$ cat src/rtl/fl_alloc_ctrl_pkg.sv
// Shared sizes, types and helpers for the free-list dispatch allocation controller.
package fl_alloc_ctrl_pkg;

  localparam int WIDTH    = 2;
  localparam int FL_SIZE  = 32;
  localparam int NUM_CKPT = 4;

  localparam int PTR_W = $clog2(FL_SIZE);
  localparam int CNT_W = PTR_W + 1;
  localparam int TAG_W = $clog2(NUM_CKPT);

  typedef logic [TAG_W-1:0]    ckpt_tag_t;
  typedef logic [NUM_CKPT-1:0] ckpt_mask_t;
  typedef logic [PTR_W-1:0]    fl_ptr_t;
  typedef logic [CNT_W-1:0]    fl_cnt_t;

  typedef struct packed {
    logic       valid;
    fl_ptr_t    head_snap;
    ckpt_mask_t mask;
  } ckpt_entry_t;

  typedef enum logic {
    NORMAL,
    RECOVER
  } fl_state_e;

  function automatic logic [1:0] popcount2(input logic [1:0] v);
    return {1'b0, v[0]} + {1'b0, v[1]};
  endfunction

endpackage

$ cat src/rtl/fl_alloc_ctrl_if.sv
// Dispatch-stage handshake between the rename/dispatch logic and the allocation controller.
interface fl_alloc_ctrl_if
  import fl_alloc_ctrl_pkg::*;
();

  logic [WIDTH-1:0]          dispatch_req;
  logic [WIDTH-1:0]          dispatch_is_br;
  logic [WIDTH-1:0]          dispatch_grant;
  logic                      dispatch_stall;
  logic [WIDTH*TAG_W-1:0]    br_tag;
  logic [WIDTH*NUM_CKPT-1:0] br_mask;

  modport master (
    output dispatch_req, dispatch_is_br,
    input  dispatch_grant, dispatch_stall, br_tag, br_mask
  );

  modport slave (
    input  dispatch_req, dispatch_is_br,
    output dispatch_grant, dispatch_stall, br_tag, br_mask
  );

endinterface

$ cat src/rtl/fl_ckpt_table.sv
// Branch checkpoint table: lowest-free allocation for two slots, correct-resolve release
// and mispredict squash of the resolved tag plus every checkpoint that depends on it.
module fl_ckpt_table
  import fl_alloc_ctrl_pkg::*;
(
  input  logic             clock,
  input  logic             reset,
  input  logic [WIDTH-1:0] alloc_en_i,
  input  fl_ptr_t          snap0_i,
  input  fl_ptr_t          snap1_i,
  input  logic             resolve_i,
  input  logic             mispredict_i,
  input  ckpt_tag_t        resolve_tag_i,
  output logic             avail_ge1_o,
  output logic             avail_ge2_o,
  output ckpt_tag_t        tag0_o,
  output ckpt_tag_t        tag1_o,
  output ckpt_mask_t       live_o,
  output ckpt_mask_t       mask0_o,
  output ckpt_mask_t       mask1_o,
  output fl_ptr_t          rec_snap_o
);

  ckpt_entry_t tbl_q [NUM_CKPT];
  ckpt_entry_t tbl_d [NUM_CKPT];

  ckpt_tag_t  first_tag, second_tag;
  logic       first_ok, second_ok;
  ckpt_mask_t tag0_bit, clr_bit;

  always_comb begin
    // NOTE: every variable gets a default before the loop so no path leaves one unassigned (no latch).
    first_tag  = '0;
    second_tag = '0;
    first_ok   = 1'b0;
    second_ok  = 1'b0;
    live_o     = '0;
    for (int i = 0; i < NUM_CKPT; i++) begin
      live_o[i] = tbl_q[i].valid;
      if (!tbl_q[i].valid) begin
        if (!first_ok) begin
          first_ok  = 1'b1;
          first_tag = TAG_W'(i);
        end else if (!second_ok) begin
          second_ok  = 1'b1;
          second_tag = TAG_W'(i);
        end
      end
    end
  end

  assign avail_ge1_o = first_ok;
  assign avail_ge2_o = second_ok;
  assign tag0_o      = first_tag;
  // Slot 1 takes the next free tag only when slot 0 is consuming the lowest one.
  assign tag1_o      = alloc_en_i[0] ? second_tag : first_tag;
  assign tag0_bit    = ckpt_mask_t'(1) << tag0_o;
  assign mask0_o     = live_o;
  assign mask1_o     = live_o | (alloc_en_i[0] ? tag0_bit : '0);
  assign rec_snap_o  = tbl_q[resolve_tag_i].head_snap;
  assign clr_bit     = (resolve_i && !mispredict_i) ? (ckpt_mask_t'(1) << resolve_tag_i) : '0;

  always_comb begin
    tbl_d = tbl_q;
    for (int i = 0; i < NUM_CKPT; i++) begin
      if (resolve_i && ((TAG_W'(i) == resolve_tag_i) ||
                        (mispredict_i && tbl_q[i].mask[resolve_tag_i]))) begin
        tbl_d[i].valid = 1'b0;
      end
      tbl_d[i].mask = tbl_q[i].mask & ~clr_bit;
    end
    // Freshly allocated entries also drop a dependency resolved correctly this cycle.
    if (alloc_en_i[0]) tbl_d[tag0_o] = '{valid: 1'b1, head_snap: snap0_i, mask: mask0_o & ~clr_bit};
    if (alloc_en_i[1]) tbl_d[tag1_o] = '{valid: 1'b1, head_snap: snap1_i, mask: mask1_o & ~clr_bit};
  end

  always_ff @(posedge clock) begin
    // NOTE: the whole table is reset; valid bits gate allocation and stale masks would squash live entries.
    if (reset) begin
      for (int i = 0; i < NUM_CKPT; i++) tbl_q[i] <= '0;
    end else begin
      // NOTE: non-blocking so every register samples pre-edge values regardless of statement order.
      for (int i = 0; i < NUM_CKPT; i++) tbl_q[i] <= tbl_d[i];
    end
  end

endmodule

$ cat src/rtl/fl_alloc_ctrl.sv
// Dispatch-side free-list controller: in-order grants, occupancy/head tracking and a
// one-cycle mispredict recovery that rewinds the free list to a branch checkpoint.
module fl_alloc_ctrl
  import fl_alloc_ctrl_pkg::*;
(
  input  logic             clock,
  input  logic             reset,
  fl_alloc_ctrl_if.slave   disp,
  input  logic [WIDTH-1:0] retire_en_i,
  input  logic             br_resolve_valid_i,
  input  ckpt_tag_t        br_resolve_tag_i,
  input  logic             br_mispredict_i,
  output logic             fl_rollback_en_o,
  output fl_ptr_t          fl_rewind_head_o,
  output fl_cnt_t          free_count_o
);

  fl_state_e state_q;
  fl_cnt_t   free_count_q, free_count_d, rec_count_d;
  fl_ptr_t   head_q, head_d;
  logic      rollback_q;
  fl_ptr_t   rewind_q;

  logic             resolve, mispredict;
  logic [WIDTH-1:0] grant, alloc_en;
  logic             avail_ge1, avail_ge2;
  ckpt_tag_t        tag0, tag1;
  ckpt_mask_t       live, mask0, mask1;
  fl_ptr_t          rec_snap, rec_dist;
  fl_cnt_t          grant_cnt, retire_cnt;
  logic [WIDTH*TAG_W-1:0] br_tag_w;

  // Resolves arriving during RECOVER are dropped; an assertion flags them.
  assign resolve    = (state_q == NORMAL) && br_resolve_valid_i;
  assign mispredict = resolve && br_mispredict_i;

  always_comb begin
    grant = '0;
    if (!reset && (state_q == NORMAL) && !mispredict) begin
      grant[0] = disp.dispatch_req[0] && (free_count_q >= CNT_W'(1)) &&
                 (!disp.dispatch_is_br[0] || avail_ge1);
      grant[1] = grant[0] && disp.dispatch_req[1] && (free_count_q >= CNT_W'(2)) &&
                 (!disp.dispatch_is_br[1] || (disp.dispatch_is_br[0] ? avail_ge2 : avail_ge1));
    end
  end

  assign alloc_en = grant & disp.dispatch_is_br;

  always_comb begin
    br_tag_w = '0;
    if (alloc_en[0]) br_tag_w[0     +: TAG_W] = tag0;
    if (alloc_en[1]) br_tag_w[TAG_W +: TAG_W] = tag1;
  end

  assign disp.dispatch_grant = grant;
  assign disp.dispatch_stall = |(disp.dispatch_req & ~grant);
  assign disp.br_tag         = br_tag_w;
  assign disp.br_mask        = {mask1, mask0};

  fl_ckpt_table u_ckpt_table (
    .clock         (clock),
    .reset         (reset),
    .alloc_en_i    (alloc_en),
    .snap0_i       (head_q + PTR_W'(1)),
    .snap1_i       (head_q + PTR_W'(2)),
    .resolve_i     (resolve),
    .mispredict_i  (br_mispredict_i),
    .resolve_tag_i (br_resolve_tag_i),
    .avail_ge1_o   (avail_ge1),
    .avail_ge2_o   (avail_ge2),
    .tag0_o        (tag0),
    .tag1_o        (tag1),
    .live_o        (live),
    .mask0_o       (mask0),
    .mask1_o       (mask1),
    .rec_snap_o    (rec_snap)
  );

  assign grant_cnt    = CNT_W'(popcount2(grant));
  assign retire_cnt   = CNT_W'(popcount2(retire_en_i));
  assign free_count_d = free_count_q - grant_cnt + retire_cnt;
  assign head_d       = head_q + PTR_W'(popcount2(grant));
  // Registers handed out after the checkpoint come back; the branch's own stays allocated.
  assign rec_dist     = head_q - rec_snap;
  assign rec_count_d  = free_count_q + CNT_W'(rec_dist) + retire_cnt;

  always_ff @(posedge clock) begin
    if (reset) begin
      state_q      <= NORMAL;
      free_count_q <= CNT_W'(FL_SIZE);
      head_q       <= '0;
      rollback_q   <= 1'b0;
      rewind_q     <= '0;
    end else begin
      rollback_q <= 1'b0;
      rewind_q   <= '0;
      case (state_q)
        NORMAL: begin
          if (mispredict) begin
            state_q      <= RECOVER;
            head_q       <= rec_snap;
            free_count_q <= rec_count_d;
            rollback_q   <= 1'b1;
            rewind_q     <= rec_snap - PTR_W'(1);
          end else begin
            head_q       <= head_d;
            free_count_q <= free_count_d;
          end
        end
        RECOVER: begin
          state_q      <= NORMAL;
          free_count_q <= free_count_d;
        end
      endcase
    end
  end

  assign fl_rollback_en_o = rollback_q;
  assign fl_rewind_head_o = rewind_q;
  assign free_count_o     = free_count_q;

  a_no_resolve_in_recover: assert property (@(posedge clock) disable iff (reset)
    (state_q == RECOVER) |-> !br_resolve_valid_i);
  a_resolve_live_tag: assert property (@(posedge clock) disable iff (reset)
    resolve |-> live[br_resolve_tag_i]);
  a_count_bound: assert property (@(posedge clock) disable iff (reset)
    free_count_q <= CNT_W'(FL_SIZE));

endmodule

$ cat src/flat_wrapper.sv
// flat-port wrapper written by rule: the top's interface ports become plain ports
module fl_alloc_ctrl_flat import fl_alloc_ctrl_pkg::*;
  (clock, reset, retire_en_i, br_resolve_valid_i, br_resolve_tag_i, br_mispredict_i, fl_rollback_en_o, fl_rewind_head_o, free_count_o, disp_dispatch_req, disp_dispatch_is_br, disp_dispatch_grant, disp_dispatch_stall, disp_br_tag, disp_br_mask);
  fl_alloc_ctrl_if disp_i ();
  input  logic clock;
  input  logic reset;
  input  logic [WIDTH-1:0] retire_en_i;
  input  logic br_resolve_valid_i;
  input  ckpt_tag_t br_resolve_tag_i;
  input  logic br_mispredict_i;
  output logic fl_rollback_en_o;
  output fl_ptr_t fl_rewind_head_o;
  output fl_cnt_t free_count_o;
  input wire logic [$bits(disp_i.dispatch_req)-1:0] disp_dispatch_req;
  input wire logic [$bits(disp_i.dispatch_is_br)-1:0] disp_dispatch_is_br;
  output wire logic [$bits(disp_i.dispatch_grant)-1:0] disp_dispatch_grant;
  output wire logic [$bits(disp_i.dispatch_stall)-1:0] disp_dispatch_stall;
  output wire logic [$bits(disp_i.br_tag)-1:0] disp_br_tag;
  output wire logic [$bits(disp_i.br_mask)-1:0] disp_br_mask;
  assign disp_i.dispatch_req = disp_dispatch_req;
  assign disp_i.dispatch_is_br = disp_dispatch_is_br;
  assign disp_dispatch_grant = disp_i.dispatch_grant;
  assign disp_dispatch_stall = disp_i.dispatch_stall;
  assign disp_br_tag = disp_i.br_tag;
  assign disp_br_mask = disp_i.br_mask;
  fl_alloc_ctrl u_core (.clock(clock), .reset(reset), .disp(disp_i), .retire_en_i(retire_en_i), .br_resolve_valid_i(br_resolve_valid_i), .br_resolve_tag_i(br_resolve_tag_i), .br_mispredict_i(br_mispredict_i), .fl_rollback_en_o(fl_rollback_en_o), .fl_rewind_head_o(fl_rewind_head_o), .free_count_o(free_count_o));
endmodule
$ cat config.mk
export PLATFORM = sky130hd
export DESIGN_NAME = fl_alloc_ctrl_flat
export DESIGN_NICKNAME = d
export VERILOG_FILES = /design/src/rtl/fl_alloc_ctrl_pkg.sv /design/src/rtl/fl_alloc_ctrl_if.sv /design/src/rtl/fl_ckpt_table.sv /design/src/rtl/fl_alloc_ctrl.sv /design/src/flat_wrapper.sv
export SDC_FILE = /design/constraint.sdc
export NUM_CORES = 1
export LEC_CHECK = 0
export ABC_AREA = 1
export CELL_PAD_IN_SITES_DETAIL_PLACEMENT = 2
export CELL_PAD_IN_SITES_GLOBAL_PLACEMENT = 2
export CORE_MARGIN = 2
export CORE_UTILIZATION = 34
export CTS_CLUSTER_DIAMETER = 30
export DETAILED_ROUTE_END_ITERATION = 12
export PLACE_DENSITY = 0.92
export SETUP_SLACK_MARGIN = 0.02
export SYNTH_ARGS = -nofsm -noshare
export SYNTH_HDL_FRONTEND = slang
export SYNTH_SLANG_ARGS = --single-unit
$ cat constraint.sdc
create_clock -name clock -period 8.37 [get_ports clock]
set_input_delay 1.674 -clock clock [delete_from_list [all_inputs] [get_ports clock]]
set_output_delay 1.674 -clock clock [all_outputs]
set_load 0.005 [all_outputs]
After elaboration in Yosys (flattened, before gate mapping):

Cells that the tools add are included.
Widths: inputs -> output; s select.

* logic and storage cells: 150
* bits of input ports: 12
* register bits: 58
* output and inout bits: 27

* shift operators: 2
* muxes and demuxes: 58
* reduce and logical (&&, ||, !) cells: 35
* equality and inequality tests: 3
* magnitude comparators: 8
* bitwise operators: 16
* add/subtract/negate cells: 11

Operator list (number)
* $bwmux 40: 2
* $mux 40: 2
* $demux 10 s2: 2
* $mux 2: 14
* $and 4x4->4: 6
* $mux 1: 23
* $bmux 10 s2: 1
* $logic_and 1x1->1: 20
* $mux 10: 2
* $mux 9: 2
* $add 6x2->6: 2
* $pmux 6 s2: 1
* $ge 3x3->1 const B: 3
* $not 2->3: 3
* $bmux 1 s2: 4
* $mux 4: 2
* $shl 1x2->4 const A: 2
* $add 6x5->6: 1
* $ge 6x1->1 const B: 1
* $ge 6x2->1 const B: 1
* $logic_or 1x1->1: 6
* $lt 3x1->1 const B: 2
* $mux 6: 1
* $sub 6x2->6: 1
* other kinds (20): 29

Depth between registers and ports, before layout:

* depth in word-level cells: 19
* gate-level depth with buffers: 21
* mapped depth without buffers: 21

Cells and area by module:

Synthesis repeated with hierarchy kept, for this count alone.

* cells, all modules: 619
* area, all modules: 4136.5 um2

Modules (own cells, without submodules)
* fl_ckpt_table: sequential area each 720.7 um2, cells each 381, times used 1, area each 2396.0 um2
* fl_alloc_ctrl: sequential area each 340.3 um2, cells each 238, times used 1, area each 1740.4 um2

Worst setup path after synthesis:

No wires, ideal clock.

* path kind: in2reg
* start: input br_resolve_tag_i[0]
* end: register u_core.free_count_q[5] (netlist: u_core.free_count_o[5])
* arrival: 4.746 ns
* path buffers: 0
* library setup time: 0.119 ns
* stages: 19
* data required time: 8.251 ns
* path slack: 3.504 ns
* path through: inv_1 > nand2_1 > nor2_1 > nor3_1 > inv_1 > ha_1 > inv_1 > fa_1 > inv_1 > fa_1 > inv_1 > ha_1 > inv_1 > fa_1 > o21ai_0 > a21oi_1 > o21ai_0 > nand2_1 > o21bai_1

* cells in the longest elaborated chain, start to end: 9

RTL lines
* start, declared: RTL line flat_wrapper.sv:9 `input ckpt_tag_t br_resolve_tag_i;`
* $not 2->3 (implied by the code): RTL line fl_ckpt_table.sv:60 `assign rec_snap_o = tbl_q[resolve_tag_i].head_snap;`
* $bmux 10 s2: RTL line fl_ckpt_table.sv:60
* $mux 9 (implied by the code) (2 in series): RTL line fl_ckpt_table.sv:60
* $sub 5x5->5: RTL line fl_alloc_ctrl.sv:84 `assign rec_dist = head_q - rec_snap;`
* $add 6x5->6: RTL line fl_alloc_ctrl.sv:85 `assign rec_count_d = free_count_q + CNT_W'(rec_dist) + retire_cnt;`
* $add 6x2->6: RTL line fl_alloc_ctrl.sv:85
* $mux 6: RTL line fl_alloc_ctrl.sv:99 `if (mispredict) begin`
* $pmux 6 s2: RTL line fl_alloc_ctrl.sv:97 `case (state_q)`
* end signal, assigned: RTL line fl_alloc_ctrl.sv:90 `free_count_q <= CNT_W'(FL_SIZE);`
* end signal, assigned: RTL line fl_alloc_ctrl.sv:102 `free_count_q <= rec_count_d;`
* end signal, assigned: RTL line fl_alloc_ctrl.sv:107 `free_count_q <= free_count_d;`
* end, declared: RTL line fl_alloc_ctrl.sv:19 `fl_cnt_t free_count_q, free_count_d, rec_count_d;`

No other way between the ends. The select of a mux whose other input is x is not followed.
A chain may end at the register's enable or synchronous reset.

Worst setup path in the final report:

* start: input reset
* end: output disp_br_mask[7]

* cells in the longest elaborated chain, start to end: 7

RTL lines
* start, declared: RTL line flat_wrapper.sv:6 `input logic reset;`
* $logic_not 1->1: RTL line fl_alloc_ctrl.sv:39 `if (!reset && (state_q == NORMAL) && !mispredict) begin`
* $logic_and 1x1->1 (2 in series): RTL line fl_alloc_ctrl.sv:39
* $mux 2: RTL line fl_alloc_ctrl.sv:39
* $and 2x2->2: RTL line fl_alloc_ctrl.sv:47 `assign alloc_en = grant & disp.dispatch_is_br;`
* $mux 4: RTL line fl_ckpt_table.sv:59 `assign mask1_o = live_o | (alloc_en_i[0] ? tag0_bit : '0);`
* $or 4x4->4: RTL line fl_ckpt_table.sv:59
* end, declared: RTL line flat_wrapper.sv:19 `output wire logic [$bits(disp_i.br_mask)-1:0] disp_br_mask;`

No other way between the ends.

==> flow_metrics.tcl <==
set metrics [dict create \
    via_per_inst 5.14 \
    synth-seq-cells 53 \
    synthTopCellsByArea "dfxtp_1 (23%), nand2_1 (17%), nor2_1 (9.6%), inv_1 (9.4%), ha_1 (7.9%)" \
    hold_viol_final 0 \
    synthesis.area_sq_um 4570 \
    fill_cells 1675 \
    die_area_sq_um 14400 \
    rr_worst_depth 18 \
    crit_chain "clkdlybuf4s50_1 > clkinv_4 > nand3_1 > nor2_4 > nand4_4 > inv_2 > nand2_1 > nand2_1 > clkdlybuf4s50_1" \
    drtIter0Drc 217 \
    syn_avg_cell_area_sq_um 6.23 \
    dp_hpwl_mm 13.7 \
    cp.required_ns 6.70 \
    nets 802 \
    reg2reg_from "u_core.u_ckpt_table.tbl_q[24]" \
    path_buf_inv 4 \
    powerDensity_nw_per_um2 171 \
    ir_drop_v 0.000101 \
    io_pins 39 \
    tritoncts "yes" \
    utilization_pct 39.1 \
    cp_top_family "buffers and inverters" \
    worst_pin_slew_ns 0.948 \
    hp-start "u_core.fl_rollback_en_o" \
    total_power_uw 880 \
    crit_slowest_cell "clkdlybuf4s50_1" \
    start_util_pct 34.7 \
    syn_nets 782 \
    place_congestion 0.842 \
    grt-ovfl-total 0 \
    cts_max_level 2 \
    root_buffer "clkbuf_16" \
    die_x_microns 120 \
    placed_area_sq_um 5010 \
    critical_path_arrival_ns 4.86 \
    grt_pass1_wl_mm 28.8 \
    port_buffers 38 \
    cts_buffer_depth 2 \
    rsz0062_at_grt "false" \
    area_growth_pct 12.7 \
    skew_ns 0.00853 \
    maxCapViolCount 0 \
    grt.total_usage_pct 25.7 \
    cp-startpoint "reset" \
    end_kind "output port" \
    drive_above_1_share_pct 6.36 \
    wire_per_inst_microns 19.1 \
    cts.repair.resized 0 \
    whs_path_depth 2 \
    syn_inst 734 \
    core_sq_um 13200 \
    critPathMaxFanout 42 \
    synth_top_cell_area_share_pct 23.2 \
    outcome "finished clean" \
    insertedDiodeCount 0 \
    cp.depth 9 \
    maxSlewViolCount 0 \
    drc 0 \
    hold_path.class "register to register" \
    path_clk_slew_ns 0.08 \
    synth.distinct_cells 42 \
    setup_viol 0 \
    cts_hold_buf 0 \
    path_class "input pin to output port" \
    final.setup.tns_ns 0 \
    cts_inserted_buffers 5 \
    insertion_delay_ns 0.31 \
    clock.fmax_ghz 0.153 \
    synth.yosys.seq_area_share_pct 23.2 \
    rows 42 \
    yosys_warnings 0 \
    grt_max_degree 43 \
    cts.sinks 53 \
    startpoint_type "input pin" \
    layout_min_cycle_time_ns 6.53 \
    antenna_found_initial 1 \
    max_stage_delay_ns 0.69 \
    ant_nets 0 \
    yosysTopAreaCell "dfxtp_1" \
    p_leak_uw 0.00246 \
    finalInstanceArea_sq_um 5150 \
    vias 4785 \
    first_pass_iters 4 \
    synth-async-reset-ratio_pct 0 \
    period_share_pct 78.1 \
    relSlewSlack_pct 36.3 \
    synth_ff_type "dfxtp_1" \
    post-cts-setup-buffers 0 \
    wl_mm 17.8 \
    die_y_microns 120 \
    synth_edf_count 0 \
    grt_pass1_vias 5557 \
    hold_slack_ns 0.669 \
]
## kinds of logic after synthesis
| logic type | Yosys count | synth area share [%] |
|---|---|---|
| buffers and inverters | 149 | 13.9 |
| AO/OA/AOI/OAI | 108 | 13.5 |
| AND/OR/NAND/NOR | 374 | 35.7 |
| XOR/XNOR | 14 | 2.68 |
| adder cells (fa/ha/maj) | 36 | 11.0 |
| flip-flops | 53 | 23.2 |
## synth_stat cells (all sizes together) (4+ instances only)
library cell and instances:
nand2 214, nor2 127, fa 7, dfxtp 53
a21oi 27, o22ai 12, buf 15, xnor2 4
ha 29, xor2 10, clkbuf 10, inv 122
nand3 24, o21ai 52, nor3 5
## stage by stage
step,setup WS [ns],instances
floorplan,3.50,734
global placement,1.93,923
detailed placement,1.83,923
CTS,1.82,931
global route,1.63,931
finish,1.84,931
## final timing paths
path | slack, ns | endpoint
setup / recovery | 1.84 | disp_br_mask[7]
hold / removal | 0.67 | u_core.head_q[0]
setup reg to reg | 4.22 | u_core.free_count_o[5]
hold reg to reg | 0.67 | u_core.head_q[0]
## sequential cells by signal (all words and copies together) (netlist names)
register                    count
u_core.u_ckpt_table.tbl_q      32
u_core.u_ckpt_table.live_o      4
u_core.fl_rollback_en_o         1
u_core.free_count_o             6
u_core.head_q                   5
u_core.fl_rewind_head_o         5
## final cells by class
type / count / area, sq um / share of cell area [%]
multi-input combinational: 532 / 2880 / 55.8
sequential: 53 / 1060 / 20.6
inverter: 124 / 473 / 9.18
timing repair buffer: 38 / 380 / 7.38
tap: 176 / 220 / 4.27
clock buffer: 6 / 129 / 2.50
clock inverter: 2 / 15.0 / 0.291
## metal layers
layer,global-route usage [%],wire length (microns)
met1,28.7,7330
met2,49.1,9610
met3,3.71,476
met4,8.82,392
met5,0,12
## cells in the final DEF, fill, tap and decap left out, types with 4 or more instances in the layout
cell type and instances:
nor2_4 5, fa_1 7, nand2_2 6, xnor2_1 4
dfxtp_1 53, clkbuf_16 5, o21ai_0 51, clkdlybuf4s50_1 38
ha_1 29, inv_1 115, o22ai_1 12, xor2_1 10
nor3_1 5, a21oi_2 6, nor2_2 4, nor2_1 117
nand3_4 5, inv_2 6, a21oi_1 21, nand2_1 206
nand3_1 17
## worst register-to-register path, cell delays in order (launching register included)
cell and delay, ns:
dfxtp_1 0.32, inv_1 0.10, nor2_1 0.06, nor3_1 0.68, inv_1 0.19, ha_1 0.24
inv_1 0.10, fa_1 0.44, inv_1 0.09, fa_1 0.40, inv_1 0.07, ha_1 0.17
inv_1 0.06, fa_1 0.39, o21ai_0 0.20, a21oi_1 0.10, o21ai_0 0.18, nand2_1 0.08
o21bai_1 0.17
## report_power, final
group          total (uW)  switching, uW  internal [uW]
clock network         220            109            112
logic                 364            216            147
registers             296           24.0            272
total                 880            349            531
No activity file was read; power rests on OpenSTA's default activity.
